$ cat config.mk
export PLATFORM = sky130hd
export DESIGN_NAME = shift_add_multiplier
export DESIGN_NICKNAME = d
export VERILOG_FILES = /design/src/rtl/alu_pkg.sv /design/src/rtl/adder.sv /design/src/rtl/shift_add_multiplier.sv
export SDC_FILE = /design/constraint.sdc
export NUM_CORES = 1
export LEC_CHECK = 0
export BUFFER_PORTS_ARGS = -buffer_cell sky130_fd_sc_hd__buf_2
export CAP_MARGIN = 0
export CORE_MARGIN = 2
export CORE_UTILIZATION = 50
export CTS_CLUSTER_DIAMETER = 60
export DETAILED_ROUTE_END_ITERATION = 12
export GPL_TIMING_DRIVEN = 0
export HOLD_SLACK_MARGIN = 0.12
export PLACE_DENSITY = 0.85
export SLEW_MARGIN = 10
export SYNTH_ARGS = -nofsm -noshare
export SYNTH_HDL_FRONTEND = slang
export SYNTH_SLANG_ARGS = --single-unit
$ cat constraint.sdc
create_clock -name clk -period 6.15 [get_ports clk]
set_input_delay 0.615 -clock clk [delete_from_list [all_inputs] [get_ports clk]]
set_output_delay 0.615 -clock clk [all_outputs]
set_load 0.005 [all_outputs]
$ cat src/rtl/alu_pkg.sv
// Shared ALU definitions: multiplier sequencer states and datapath sizes.
package alu_pkg;

    localparam int MUL_WIDTH = 16;
    localparam int MUL_CNT_W = 4;

    typedef enum logic [1:0] {
        IDLE = 2'd0,
        RUN  = 2'd1,
        DONE = 2'd2
    } mul_state_e;

endpackage

$ cat src/rtl/adder.sv
// 16-bit carry-lookahead adder: four 4-bit groups with a lookahead carry chain across groups.
module adder (
    input  logic [15:0] a,
    input  logic [15:0] b,
    output logic [15:0] sum,
    output logic        carry
);

    logic [15:0] g;
    logic [15:0] p;
    logic [3:0]  grp_g;
    logic [3:0]  grp_p;
    logic [4:0]  grp_c;
    logic [15:0] c;

    // NOTE: every signal written here gets a default first, so no path can leave one unassigned and infer a latch.
    always_comb begin
        g     = a & b;
        p     = a ^ b;
        grp_g = '0;
        grp_p = '0;
        grp_c = '0;
        c     = '0;
        for (int i = 0; i < 4; i++) begin
            grp_g[i] = g[4*i+3]
                     | (p[4*i+3] & g[4*i+2])
                     | (p[4*i+3] & p[4*i+2] & g[4*i+1])
                     | (p[4*i+3] & p[4*i+2] & p[4*i+1] & g[4*i]);
            grp_p[i] = &p[4*i +: 4];
            grp_c[i+1] = grp_g[i] | (grp_p[i] & grp_c[i]);
        end
        // Group carries come from the lookahead chain; only the bits inside a group ripple.
        for (int i = 0; i < 4; i++) begin
            c[4*i] = grp_c[i];
            for (int k = 0; k < 3; k++) begin
                c[4*i+k+1] = g[4*i+k] | (p[4*i+k] & c[4*i+k]);
            end
        end
        sum   = p ^ c;
        carry = grp_c[4];
    end

endmodule

$ cat src/rtl/shift_add_multiplier.sv
// Sequential 16x16->32 unsigned shift-and-add multiplier reusing the 16-bit adder once per step.
// Build option MUL_EARLY_TERM_EN: finish as soon as the remaining multiplier bits are all zero.
module shift_add_multiplier
    import alu_pkg::*;
#(
    parameter int WIDTH = MUL_WIDTH,
    parameter int CNT_W = MUL_CNT_W
) (
    input  logic               clk,
    input  logic               rst_n,
    input  logic               in_valid,
    output logic               in_ready,
    input  logic [WIDTH-1:0]   a,
    input  logic [WIDTH-1:0]   b,
    output logic               out_valid,
    input  logic               out_ready,
    output logic [2*WIDTH-1:0] product
);

    localparam logic [CNT_W-1:0] LAST_STEP = CNT_W'(WIDTH - 1);

    mul_state_e       state_q, state_d;
    logic [WIDTH-1:0] mcand_q, mcand_d;
    logic [WIDTH-1:0] mq_q, mq_d;
    logic [WIDTH-1:0] acc_q, acc_d;
    logic [CNT_W-1:0] cnt_q, cnt_d;

    logic [WIDTH-1:0] add_b;
    logic [WIDTH-1:0] add_sum;
    logic             add_carry;

    assign add_b   = mq_q[0] ? mcand_q : '0;
    assign product = {acc_q, mq_q};

    adder u_adder (
        .a     (acc_q),
        .b     (add_b),
        .sum   (add_sum),
        .carry (add_carry)
    );

    always_comb begin
        state_d   = state_q;
        mcand_d   = mcand_q;
        mq_d      = mq_q;
        acc_d     = acc_q;
        cnt_d     = cnt_q;
        in_ready  = 1'b0;
        out_valid = 1'b0;
        case (state_q)
            IDLE: begin
                in_ready = 1'b1;
                if (in_valid) begin
                    mcand_d = a;
                    mq_d    = b;
                    acc_d   = '0;
                    cnt_d   = '0;
                    state_d = RUN;
                end
            end
            RUN: begin
`ifdef MUL_EARLY_TERM_EN
                // Unconsumed multiplier bits sit in the low WIDTH-cnt positions of mq.
                if ((mq_q & ({WIDTH{1'b1}} >> cnt_q)) == '0) begin
                    {acc_d, mq_d} = {acc_q, mq_q} >> (WIDTH - int'(cnt_q));
                    state_d       = DONE;
                end else begin
                    acc_d = {add_carry, add_sum[WIDTH-1:1]};
                    mq_d  = {add_sum[0], mq_q[WIDTH-1:1]};
                    cnt_d = cnt_q + CNT_W'(1);
                    if (cnt_q == LAST_STEP) begin
                        state_d = DONE;
                    end
                end
`else
                // The carry becomes the top bit of the shifted accumulator, so nothing is lost.
                acc_d = {add_carry, add_sum[WIDTH-1:1]};
                mq_d  = {add_sum[0], mq_q[WIDTH-1:1]};
                cnt_d = cnt_q + CNT_W'(1);
                if (cnt_q == LAST_STEP) begin
                    state_d = DONE;
                end
`endif
            end
            DONE: begin
                out_valid = 1'b1;
                if (out_ready) begin
                    state_d = IDLE;
                end
            end
            default: state_d = IDLE;
        endcase
    end

    // NOTE: state registers use non-blocking assignments so all of them update together from pre-edge values.
    always_ff @(posedge clk or negedge rst_n) begin
        if (!rst_n) begin
            state_q <= IDLE;
            mcand_q <= '0;
            mq_q    <= '0;
            acc_q   <= '0;
            cnt_q   <= '0;
        end else begin
            state_q <= state_d;
            mcand_q <= mcand_d;
            mq_q    <= mq_d;
            acc_q   <= acc_d;
            cnt_q   <= cnt_d;
        end
    end

endmodule

==> impl_metrics.json, run 1 <==
{
  "status": "finished, final reports clean",
  "firstDrtPassIters": 5,
  "synth_area_mm2": 0.00297,
  "clock_sinks": 54,
  "drv_slew": 0,
  "ir_drop_mv": 0.231,
  "cp-endpoint": "acc_q[13]",
  "hpwl_um": 4980,
  "syn_nets": 401,
  "fin_util_pct": 59.9,
  "critPathCaptureType": "register",
  "hold_slack_ns": 0.330,
  "r2r_slack_ns": 2.67,
  "setup_viol": 0,
  "synth_cells": 337,
  "synth_most_common_cell": "nand2_1",
  "cp.arrival_ns": 3.68,
  "rsz0062_at_grt": "false",
  "r2r_end": "acc_q[13]",
  "ys_top_cells_by_count": "nand2_1, dfrtp_1, inv_1",
  "ctsRootBufferMaster": "clkbuf_8",
  "power_mw": 1.85,
  "synth_top_area_share_pct": 45.4,
  "grt_pass1_vias": 2406,
  "ff2ff_path_depth": 14,
  "boundaryPins": 70,
  "cts_resized": 0,
  "layout.cells.non_filler": 489,
  "vias": 2566,
  "grt-ovfl-total": 0,
  "synth_ff_type": "dfrtp_1",
  "cp-start-kind": "register",
  "clockBufferDepth": 2,
  "grt_max_degree": 55,
  "n_fill_cell": 519,
  "fin_skew_ns": 0.00445,
  "min_period_ns": 3.48,
  "clkLatencyLatePin_ns": 0.31,
  "fin_crit_sh_pct": 56.5,
  "drcViolationCount": 0,
  "synth_seq_cells": 54,
  "antenna_found_initial": 0,
  "crit_fanout": 10,
  "cts_made_buffers": 5,
  "finalHoldViolCount": 0,
  "io_buffers": 69,
  "dp_cells": 481,
  "dr.first_iter.drc_count": 176,
  "syn-mean-instance-area_um2": 8.83,
  "rows": 28,
  "routed_wl_um": 6700,
  "synth-seq-area-share_pct": 45.4,
  "gp_congestion": 0.832,
  "cp-startpoint": "mq_q[0]",
  "critPathKind": "register to register",
  "powerDensity_mw_per_mm2": 526,
  "wl_per_cell_um": 13.7,
  "cellLeakagePower_nw": 1.81,
  "fmax_mhz": 288,
  "layout.nets": 477,
  "async_reset_ff_share_pct": 100,
  "die_h_um": 81.1,
  "die_area_mm2": 0.00658,
  "post_cts_buffers": 0,
  "syn_to_final_growth_pct": 17.9,
  "critPathRequiredTime_ns": 6.35,
  "antennaDiodeCount": 0,
  "hp-class": "input port to asynchronous set/reset pin",
  "grt_pass1_wl_um": 10900,
  "via_per_inst": 5.25,
  "ys_warn_count": 0,
  "cts_max_level": 2,
  "clkTransAtPathRegs_ns": 0.09,
  "core_region_area_mm2": 0.00585,
  "ys_types": 31,
  "tightestPinTransition_ns": 0.677,
  "ctsHoldBuffers": 0,
  "grt.total_usage_pct": 21.5,
  "yosys-top-cells-area": "dfrtp_1, nand2_1, fa_1",
  "synth_edf_count": 0,
  "tns_ns": 0,
  "timing.rr.start": "mq_q[0]",
  "relSlewSlack_pct": 54.9,
  "max-cap-violations": 0,
  "start_util_pct": 50.8,
  "yosysTopAreaCell": "dfrtp_1",
  "layout-drive-gt1-share_pct": 21.0,
  "ant_nets": 0,
  "die_w_um": 81.1,
  "tritoncts": "yes"
}
[through the flow]
step | setup slack [ns] | instance area [um2]
5_1_grt | 2.49 | 3510
3_5_place_dp | 2.70 | 3410
3_3_place_gp | 2.77 | 3410
4_1_cts | 2.68 | 3500
6_report | 2.67 | 3510
2_1_floorplan | 3.18 | 2970
[flip-flops by register name, indices dropped and copies added (netlist names)]
name	cells
acc_q	16
cnt_q	4
mcand_q	16
mq_q	16
state_q	2
[worst min-delay path by stage]
stage / from / to / slack [ns]
2_1_floorplan: rst_n / acc_q[0] / 0.32
3_3_place_gp: mcand_q[14] / mcand_q[14] / 0.45
6_report: rst_n / mq_q[8] / 0.33
4_1_cts: a[7] / mcand_q[7] / 0.48
3_5_place_dp: mcand_q[14] / mcand_q[14] / 0.46
5_1_grt: rst_n / mq_q[6] / 0.37
[power by group]
| group | switching (mW) | internal [mW] |
|---|---|---|
| Clock | 0.118 | 0.0912 |
| Combinational | 0.539 | 0.426 |
| Sequential | 0.140 | 0.531 |
| Total | 0.797 | 1.05 |
[final cells by class]
cell class                 count  area [um2]  area share [%]
inverter                      24        90.1            2.57
buffer                        17        88.8            2.53
clock buffer                   7        86.3            2.46
timing repair buffer          69         348            9.92
clock inverter                 1        5.00           0.143
sequential                    54        1350            38.5
tap                           75        93.8            2.68
multi-input combinational    242        1440            41.2
[placed cells by master (no fill, tap or decap), types with 2 or more instances in the layout]
master      n
inv_1      24
nand4_1     3
nor2_1     20
ha_1       17
dfrtp_1    54
a21oi_1     9
fa_1       11
clkbuf_1   11
buf_2      73
nand2_1   103
and2_1      6
nor2b_1     2
o21ai_1    20
a31oi_1    19
xor2_1      3
nand3_1    16
clkbuf_8    6
[metal layers]
| layer | GRT usage (%) | up-vias | wire (um) |
|---|---|---|---|
| met5 | 0 | - | 0 |
| met4 | 5.76 | 0 | 86 |
| met3 | 4.67 | 8 | 315 |
| met2 | 35.9 | 77 | 3320 |
| met1 | 28.4 | 1222 | 2980 |
| li1 | - | 1259 | - |
[worst max-delay path, cell delays in order (launching register included)]
cell and delay, ns:
dfrtp_1 0.53, clkbuf_1 0.44, nand2_1 0.18, inv_1 0.09, ha_1 0.13, nand2_1 0.05, o21a_1 0.23, o21bai_1 0.21
a21oi_1 0.12, fa_1 0.40, fa_1 0.37, inv_1 0.08, fa_1 0.41, nand2_1 0.07, o31ai_1 0.06
[cells by family after synthesis]
| family | count (synthesis) | synth area share [%] |
|---|---|---|
| xor+xnor | 4 | 1.18 |
| compound gates | 56 | 11.2 |
| simple gates | 154 | 21.6 |
| buf+inv | 41 | 6.02 |
| flops | 54 | 45.4 |
| fa+ha+maj | 28 | 14.6 |
Note: power is estimated with default switching activity, not from simulation.
==> inputs of run 2 (changes only) <==
--- a/config.mk
+++ b/config.mk
@@ -8,12 +8,12 @@
 export BUFFER_PORTS_ARGS = -buffer_cell sky130_fd_sc_hd__buf_2
 export CAP_MARGIN = 0
 export CORE_MARGIN = 2
-export CORE_UTILIZATION = 50
+export CORE_UTILIZATION = 49
 export CTS_CLUSTER_DIAMETER = 60
 export DETAILED_ROUTE_END_ITERATION = 12
 export GPL_TIMING_DRIVEN = 0
 export HOLD_SLACK_MARGIN = 0.12
-export PLACE_DENSITY = 0.85
+export PLACE_DENSITY = 0.87
 export SLEW_MARGIN = 10
 export SYNTH_ARGS = -nofsm -noshare
 export SYNTH_HDL_FRONTEND = slang
==> constraint.sdc (replaced) <==
create_clock -name clk -period 2.95 [get_ports clk]
set_input_delay 0.295 -clock clk [delete_from_list [all_inputs] [get_ports clk]]
set_output_delay 0.295 -clock clk [all_outputs]
set_load 0.005 [all_outputs]
==> run 2 against run 1 <==
Count of clock-buffer cells in the layout down 1. First-iteration DRC count up 19%. Clock skew up 0.011 ns. Via count up 8.1%. Wire length up 23%. Worst setup slack worse by 2.7 ns. Utilization up 6.7 points. Flip-flop and latch count unchanged. Cell area up 12%. Sequential power up 120%. Sequential share of layout area down 4.0 points. The flow now finishes with violations (setup timing). Cell count up 3.3%.
==> impl_metrics.json, run 2 (synthesis results as in run 1) <==
{
  "layout.cells.non_filler": 505,
  "r2r_slack_ns": -0.05,
  "cts_max_level": 2,
  "dr.first_iter.drc_count": 209,
  "relSlewSlack_pct": 54.2,
  "setup_slack_ns": -0.0452,
  "via_per_inst": 5.49,
  "min_period_ns": 3.00,
  "die_area_mm2": 0.00671,
  "timing.rr.start": "mq_q[0]",
  "critPathCaptureType": "register",
  "layout.nets": 493,
  "cellLeakagePower_nw": 1.92,
  "setup_viol": 2,
  "r2r_end": "acc_q[13]",
  "firstDrtPassIters": 4,
  "drv_slew": 0,
  "vias": 2773,
  "dp_cells": 481,
  "multi_input_area_mm2": 0.00168,
  "drcViolationCount": 0,
  "status": "finished with violations",
  "ir_drop_mv": 0.624,
  "worst_hold_startpoint": "a[15]",
  "tns_ns": -0.0599,
  "clkLatencyLatePin_ns": 0.32,
  "critical-path-slowest-cell": "dfrtp_2",
  "rows": 28,
  "finalHoldViolCount": 0,
  "final_cell_mix": "nand2_1, buf_2, dfrtp_1",
  "start_util_pct": 50.5,
  "routed_wl_um": 8240,
  "ff2ff_path_depth": 14,
  "busiest_layer": "met2",
  "grtUsageMet3_pct": 3.96,
  "gp_congestion": 0.860,
  "ant_nets": 0,
  "dp_slack_ns": -0.369,
  "clkTransAtPathRegs_ns": 0.11,
  "ctsRootBufferMaster": "clkbuf_8",
  "final_common_cell": "nand2_1",
  "antenna_found_initial": 0,
  "cp.arrival_ns": 3.19,
  "hold_end": "mcand_q[15]",
  "crit_fanout": 6,
  "cts_made_buffers": 5,
  "grt_max_degree": 55,
  "max-cap-violations": 0,
  "io_buffers": 69,
  "rsz0062_at_grt": "true",
  "grt_use_met1_pct": 29.9,
  "die_w_um": 81.9,
  "cp_cell_sequence": "clkbuf_16 > nand2_8 > inv_2 > ha_4 > nand2_2 > o21a_1 > o21bai_4 > a21oi_2 > fa_2 > fa_2 > inv_2 > fa_1 > nand2_1 > o31ai_2",
  "fmax_mhz": 334,
  "core_region_area_mm2": 0.00589,
  "powerDensity_mw_per_mm2": 1200,
  "grt.total_usage_pct": 23.6,
  "reg.largest.list": "acc_q: 16 flops, mcand_q: 16 flops, mq_q: 16 flops",
  "cp-start-kind": "register",
  "critPathRequiredTime_ns": 3.15,
  "max_stage_delay_ns": 0.45,
  "grt_pass1_wl_um": 12100,
  "hp-class": "input port to register",
  "tightestPinTransition_ns": 0.688,
  "n_fill_cell": 438,
  "fin_util_pct": 66.6,
  "whs_path_depth": 3,
  "fin_skew_ns": 0.0158,
  "grt-ovfl-total": 0,
  "grt_pass1_vias": 2600,
  "antennaDiodeCount": 0,
  "clock_sinks": 54,
  "critPathKind": "register to register",
  "violations": "setup timing",
  "tritoncts": "yes",
  "grt_util_met2_pct": 40.9,
  "clockBufferDepth": 2,
  "boundaryPins": 70,
  "hpwl_um": 5020,
  "seqCellArea_mm2": 0.00135,
  "die_h_um": 81.9,
  "fin_crit_sh_pct": 102,
  "layout-drive-gt1-share_pct": 33.0,
  "wl_per_cell_um": 16.3,
  "syn_to_final_growth_pct": 31.9
}
-- run 2: cell count changes in the layout (fill, tap and decap cells not counted), sizes merged --
| cell | before | now |
|---|---|---|
| bufinv | 0 | 1 |
| clkinvlp | 0 | 1 |
| buf | 76 | 91 |
| clkbuf | 17 | 16 |
| dlygate4sd3 | 0 | 1 |
| clkinv | 1 | 0 |
-- run 2: metal layers --
layer	wire [um]	up-vias
met3	429	29
met5	0	-
met2	4250	106
met1	3280	1346
met4	274	0
li1	-	1292
-- run 2: metrics by stage --
step / cell area [um2] / power [mW] / hold WS, ns
finish: 3920 / 4.72 / 0.162
global route: 3920 / 5.08 / 0.166
CTS: 3810 / 4.38 / 0.163
detailed placement: 3410 / 3.44 / 0.455
global placement: 3410 / 3.30 / 0.452
floorplan: 2980 / 2.78 / -0.000591
-- run 2: final cells by class --
type / count / area share [%]
Buffer: 17 / 2.81
Multi-Input combinational cell: 242 / 42.9
Clock buffer: 6 / 1.85
Clock inverter: 2 / 0.957
Timing Repair Buffer: 85 / 12.3
Inverter: 24 / 2.36
Sequential cell: 54 / 34.5
Tap cell: 75 / 2.39
-- run 2: worst max-delay path, delay by kind of cell (launching register included) --
family | cells | cell delay [ns]
adder cells (fa/ha/maj) | 4 | 1.36
AO/OA/AOI/OAI | 4 | 0.55
flip-flops | 1 | 0.45
buffers and inverters | 3 | 0.30
AND/OR/NAND/NOR | 3 | 0.19
-- run 2: worst max path at each step --
stage / start / endpoint / slack (ns) / depth (start not counted)
2_1_floorplan: mq_q[0] / acc_q[13] / 0.01 / 14
3_3_place_gp: mq_q[0] / acc_q[13] / -0.28 / 14
3_5_place_dp: mq_q[0] / acc_q[13] / -0.37 / 14
4_1_cts: mq_q[0] / acc_q[13] / -0.04 / 14
5_1_grt: mq_q[0] / acc_q[13] / -0.11 / 14
6_report: mq_q[0] / acc_q[13] / -0.05 / 14
-- run 2: where the power goes --
| part | switching, mW | total (mW) | internal (mW) | leakage [nW] |
|---|---|---|---|---|
| Sequential | 0.357 | 1.47 | 1.11 | 0.638 |
| Combinational | 1.46 | 2.74 | 1.28 | 1.23 |
| Clock | 0.254 | 0.507 | 0.254 | 0.0514 |
| Total | 2.07 | 4.72 | 2.64 | 1.92 |
-- run 2: timing repair --
action	in CTS	in global routing
hold buffers	0	1
setup buffers	11	4
endpoints found under the hold margin	0	54
gates resized for setup	45	14
setup endpoints to repair	6	6
pin swaps	14	13
